File: src/rtl/second_tick_gen.sv
// Seconds time base plus debounced up/down set buttons with press pulse and auto-repeat.
// Drives en_s/up/down of the seconds counter; all outputs are registered.
module second_tick_gen #(
  parameter int CLK_DIV         = 50000000,
  parameter int DEBOUNCE_CYCLES = 1000000,
  parameter int HOLD_CYCLES     = 25000000,
  parameter int REPEAT_CYCLES   = 5000000
) (
  input  logic clk,
  input  logic rst,
  input  logic run,
  input  logic btn_up_raw,
  input  logic btn_down_raw,
  output logic en_s,
  output logic up,
  output logic down,
  output logic set_active
);

  localparam int DIV_W  = (CLK_DIV > 1)         ? $clog2(CLK_DIV)         : 1;
  localparam int DEB_W  = (DEBOUNCE_CYCLES > 1) ? $clog2(DEBOUNCE_CYCLES) : 1;
  localparam int HOLD_W = (HOLD_CYCLES > 1)     ? $clog2(HOLD_CYCLES)     : 1;
  localparam int RPT_W  = (REPEAT_CYCLES > 1)   ? $clog2(REPEAT_CYCLES)   : 1;

  localparam logic [DIV_W-1:0]  DIV_LAST  = DIV_W'(CLK_DIV - 1);
  localparam logic [DEB_W-1:0]  DEB_LAST  = DEB_W'(DEBOUNCE_CYCLES - 1);
  localparam logic [HOLD_W-1:0] HOLD_LAST = HOLD_W'(HOLD_CYCLES - 1);
  localparam logic [RPT_W-1:0]  RPT_LAST  = RPT_W'(REPEAT_CYCLES - 1);

  typedef enum logic [2:0] {
    IDLE    = 3'd0,
    UP_HOLD = 3'd1,
    UP_RPT  = 3'd2,
    DN_HOLD = 3'd3,
    DN_RPT  = 3'd4
  } state_t;

  // Index 0 is the up button, index 1 the down button.
  logic [1:0] raw;
  logic [1:0] deb;
  logic [1:0] rise;

  assign raw = {btn_down_raw, btn_up_raw};

  genvar gi;
  generate
    for (gi = 0; gi < 2; gi++) begin : g_btn
      logic             s1_reg;
      logic             s2_reg;
      logic             deb_reg;
      logic             deb_d_reg;
      logic [DEB_W-1:0] cnt_reg;

      always_ff @(posedge clk) begin
        if (rst) begin
          s1_reg    <= 1'b0;
          s2_reg    <= 1'b0;
          deb_reg   <= 1'b0;
          deb_d_reg <= 1'b0;
          cnt_reg   <= '0;
        end else begin
          s1_reg    <= raw[gi];
          s2_reg    <= s1_reg;
          deb_d_reg <= deb_reg;
          if (s2_reg != deb_reg) begin
            if (cnt_reg == DEB_LAST) begin
              deb_reg <= s2_reg;
              cnt_reg <= '0;
            end else begin
              cnt_reg <= cnt_reg + DEB_W'(1);
            end
          end else begin
            cnt_reg <= '0;
          end
        end
      end

      assign deb[gi]  = deb_reg;
      assign rise[gi] = deb_reg & ~deb_d_reg;
    end
  endgenerate

  state_t              state_reg, state_next;
  logic                set_pulse;
  logic                tick;
  logic [DIV_W-1:0]    presc_reg;
  logic [HOLD_W-1:0]   hold_cnt_reg;
  logic [RPT_W-1:0]    rpt_cnt_reg;
  logic                en_s_next, up_next, down_next, set_active_next;

  always_ff @(posedge clk) begin
    if (rst) begin
      state_reg  <= IDLE;
      en_s       <= 1'b0;
      up         <= 1'b1;
      down       <= 1'b0;
      set_active <= 1'b0;
    end else begin
      state_reg  <= state_next;
      en_s       <= en_s_next;
      up         <= up_next;
      down       <= down_next;
      set_active <= set_active_next;
    end
  end

  // Exit has priority over a repeat pulse; a press while the other button is high is ignored.
  always_comb begin
    state_next = state_reg;
    set_pulse  = 1'b0;
    case (state_reg)
      IDLE: begin
        if (rise[0] && !deb[1]) begin
          state_next = UP_HOLD;
          set_pulse  = 1'b1;
        end else if (rise[1] && !deb[0]) begin
          state_next = DN_HOLD;
          set_pulse  = 1'b1;
        end
      end
      UP_HOLD: begin
        if (!deb[0] || rise[1]) begin
          state_next = IDLE;
        end else if (hold_cnt_reg == HOLD_LAST) begin
          state_next = UP_RPT;
          set_pulse  = 1'b1;
        end
      end
      UP_RPT: begin
        if (!deb[0] || rise[1]) begin
          state_next = IDLE;
        end else if (rpt_cnt_reg == RPT_LAST) begin
          set_pulse = 1'b1;
        end
      end
      DN_HOLD: begin
        if (!deb[1] || rise[0]) begin
          state_next = IDLE;
        end else if (hold_cnt_reg == HOLD_LAST) begin
          state_next = DN_RPT;
          set_pulse  = 1'b1;
        end
      end
      DN_RPT: begin
        if (!deb[1] || rise[0]) begin
          state_next = IDLE;
        end else if (rpt_cnt_reg == RPT_LAST) begin
          set_pulse = 1'b1;
        end
      end
      default: state_next = IDLE;
    endcase
  end

  // A normal tick only fires when the FSM stays in IDLE, so a coinciding press wins.
  assign tick = (state_reg == IDLE) && (state_next == IDLE) && run && (presc_reg == DIV_LAST);

  always_comb begin
    en_s_next       = set_pulse | tick;
    up_next         = !((state_next == DN_HOLD) || (state_next == DN_RPT));
    down_next       = (state_next == DN_HOLD) || (state_next == DN_RPT);
    set_active_next = (state_next != IDLE);
  end

  always_ff @(posedge clk) begin
    if (rst) begin
      presc_reg    <= '0;
      hold_cnt_reg <= '0;
      rpt_cnt_reg  <= '0;
    end else begin
      if ((state_reg != IDLE) || (state_next != IDLE) || !run) begin
        presc_reg <= '0;
      end else if (presc_reg == DIV_LAST) begin
        presc_reg <= '0;
      end else begin
        presc_reg <= presc_reg + DIV_W'(1);
      end

      if (((state_reg == UP_HOLD) || (state_reg == DN_HOLD)) && (state_next == state_reg)) begin
        hold_cnt_reg <= hold_cnt_reg + HOLD_W'(1);
      end else begin
        hold_cnt_reg <= '0;
      end

      if (((state_reg == UP_RPT) || (state_reg == DN_RPT)) && (state_next == state_reg)) begin
        rpt_cnt_reg <= (rpt_cnt_reg == RPT_LAST) ? '0 : rpt_cnt_reg + RPT_W'(1);
      end else begin
        rpt_cnt_reg <= '0;
      end
    end
  end

endmodule

File: config.mk
export PLATFORM = sky130hd
export DESIGN_NAME = second_tick_gen
export DESIGN_NICKNAME = d
export VERILOG_FILES = /design/src/rtl/second_tick_gen.sv
export SDC_FILE = /design/constraint.sdc
export NUM_CORES = 1
export LEC_CHECK = 0
export ABC_CLOCK_PERIOD_IN_PS = 4260
export CORE_MARGIN = 5
export CORE_UTILIZATION = 45
export CTS_BUF_LIST = sky130_fd_sc_hd__clkbuf_4
export CTS_CLUSTER_DIAMETER = 30
export CTS_CLUSTER_SIZE = 12
export DETAILED_ROUTE_END_ITERATION = 8
export PLACE_DENSITY = 0.62
export SYNTH_ARGS = -nofsm -noshare
export SYNTH_HDL_FRONTEND = slang
export SYNTH_SLANG_ARGS = --single-unit
File: constraint.sdc
create_clock -name clk -period 4.26 [get_ports clk]
set_input_delay 0.852 -clock clk [delete_from_list [all_inputs] [get_ports clk]]
set_output_delay 0.852 -clock clk [all_outputs]
set_load 0.01 [all_outputs]
==> results.toml <==
[synth]
synth.distinct_cells = 49
yosysMostFrequentCell = "dfxtp_1"
ys_top_cells_by_area = "dfxtp_1 (44%), xor2_1 (12%), nor2_1 (7.6%)"
ys.flop_type = "dfxtp_1"
synth_edf_count = 0
synth_top_area_share_pct = 44.4
synth_async_sr_flop_share_pct = 0
synth_common_cells = "dfxtp_1 (129), nor2_1 (117), xor2_1 (78)"
synthCells = 641
yosysSeqAreaShare_pct = 44.4
synth_fp_nets = 651
avgSynthCellArea_um2 = 9.07
ys_ff_latch = 129
yosys_warnings = 0
synth_top_area_cell = "dfxtp_1"
netlist_area_um2 = 5810

[detailed_routing]
drc = 0
dr.pass1.iters = 4
wl_per_cell_um = 11.8
ant_nets = 0
vias = 4218
via_per_inst = 5.08
drt-total-wl_um = 9810
drtIter0Drc = 216

[layout]
largest_register_ffs = 40
syn2layout_area_growth_pct = 6.59
area.sequential_um2 = 2580
fillers = 1216
fin_area_um2 = 6200
nets = 655
fin_util_pct = 49.1
fin_cells = 830
multi_input_area_um2 = 3050
drive_gt1_share_pct = 8.37

[cts]
htreeDepth = 4
numCtsBuffers = 17
ctsResizeCount = 0
clockRootBuffer = "clkbuf_4"
post-cts-setup-buffer-count = 0
clockBufferDepth = 2
holdBufCountCts = 0
insertion_delay_ns = 0.50
clk_pin_slew_ns = 0.10
cts.sinks = 129
cts_tree = "done"

[floorplanning]
die_height_um = 124
core.rowCount = 41
dieWidth_um = 124
core_area_um2 = 12600
die_area_um2 = 15300
ios = 9
start_util_pct = 46.1

[global_route]
grt_pass1_wl_um = 18000
grtUsageTotal_pct = 14.5
antenna_found_initial = 1
grt_pass1_vias = 4074
grt_start_max_net_pins = 27
overflow = 0

[power]
power_per_cell_area_nw_per_um2 = 312
p_int_mw = 1.52
total_power_mw = 1.93
power.leakage_nw = 1.91
power_frac_clock_pct = 36.1
seq_power_share_pct = 62.7
combPwrFrac_pct = 1.3
worst_ir_drop_vdd_mv = 0.184
netSwitchingPower_mw = 0.416
sw_frac_of_total_pct = 21.5

[timing]
finalMaxSlewViolations = 0
worstMarginPinSlew_ns = 1.04
setup_viol = 0
clock-skew-final_ns = 0.0166
clock.fmax_ghz = 0.380
hold_viol = 0
setup-tns-final_ns = 0
fin_crit_sh_pct = 61.8
fin_ws_ns = 1.63
post-route-min-period_ns = 2.63
slew-limit-headroom_pct = 30.4
rsz0062_at_grt = "false"
hold_ws_ns = 0.445

[hold_path]
hold_path.class = "reg -> reg"

[placement]
place_congestion = 0.799
placed_cells = 798
dp_hpwl_um = 6770
pre_cts_ws_ns = 1.10
placed_area_um2 = 5970
numPortBuffers = 8

[critical_path]
cp-start-kind = "input pin"
critical_path_class = "in -> reg"
crit_path_end_kind = "flop"
critical_path.startpoint = "rst"
worst-r2r-cell-count = 5
reg2reg_from = "g_btn[1].deb_reg"
critPathRequiredTime_ns = 4.68
crit_fanout = 26
crit_path_end = "presc_reg[11]"
ff2ff_setup_slack_ns = 1.70
cp.arrival_ns = 3.05
r2r-end = "presc_reg[11]"

[outcome]
status = "finished clean"

[job]
drv_cap = 0
[worst min path at each step]
stage,startpoint,to,slack [ns],cells after the start
2_1_floorplan,rpt_cnt_reg[0],rpt_cnt_reg[0],0.41,1
3_3_place_gp,g_btn[0].s1_reg,g_btn[0].s2_reg,0.42,1
3_5_place_dp,g_btn[0].s1_reg,g_btn[0].s2_reg,0.43,1
4_1_cts,rpt_cnt_reg[0],rpt_cnt_reg[0],0.45,1
5_1_grt,g_btn[0].s1_reg,g_btn[0].s2_reg,0.47,1
6_report,rpt_cnt_reg[0],rpt_cnt_reg[0],0.44,1
[worst max-delay path, stage by stage]
cell and delay, ns:
clkdlybuf4s50_1 0.43, nor3b_1 0.32, nand2_1 0.08, or4_2 1.12, nor2_4 0.23
[cell usage in the layout (no fill, tap or decap), types with 13 or more instances in the layout]
master | Yosys | final
dfxtp_1 | 129 | 129
nor2_1 | 117 | 117
xor2_1 | 78 | 78
nand3_1 | 54 | 54
nand2_1 | 37 | 37
nand4_1 | 34 | 34
xnor2_1 | 28 | 28
clkbuf_4 | 0 | 21
nor2_4 | 18 | 18
and3_1 | 17 | 17
and4_1 | 13 | 13
[logic make-up (layout without fill, tap and decap cells)]
group / count (synthesis) / in the layout / share of synthesized area (%)
flops: 129 / 129 / 44.4
other cells: 0 / 1 / 0
buf+inv: 32 / 48 / 3.12
mux: 3 / 3 / 0.517
simple gates: 351 / 351 / 33.1
fa+ha+maj: 5 / 5 / 1.08
compound gates: 15 / 15 / 1.81
xor+xnor: 106 / 106 / 16.0
[layout make-up]
cell class	count	share of cell area [%]
Antenna cell	1	0.0404
Clock buffer	21	2.54
Clock inverter	10	1.13
Inverter	8	0.485
Multi-Input combinational cell	480	49.2
Sequential cell	129	41.7
Tap cell	172	3.47
Timing Repair Buffer	9	1.41
[power by group through the flow]
stage / registers (mW) / clock network (mW) / logic (mW)
global placement: 1.24 / 0 / 0.0248
floorplan: 1.24 / 0 / 0.0238
global route: 1.21 / 0.786 / 0.0275
CTS: 1.21 / 0.732 / 0.0254
finish: 1.21 / 0.697 / 0.0247
detailed placement: 1.24 / 0 / 0.0253
[layer usage]
metal | wire (um) | global-route usage, % | vias up | share of wire, %
met4 | 112 | 4.78 | 0 | 1.1
met1 | 4920 | 18.5 | 1986 | 50
met5 | 0 | 0 | - | 0
met3 | 246 | 4.72 | 8 | 2.5
li1 | - | - | 2195 | -
met2 | 4530 | 23.2 | 29 | 46
No activity file was read; power rests on OpenSTA's default activity.
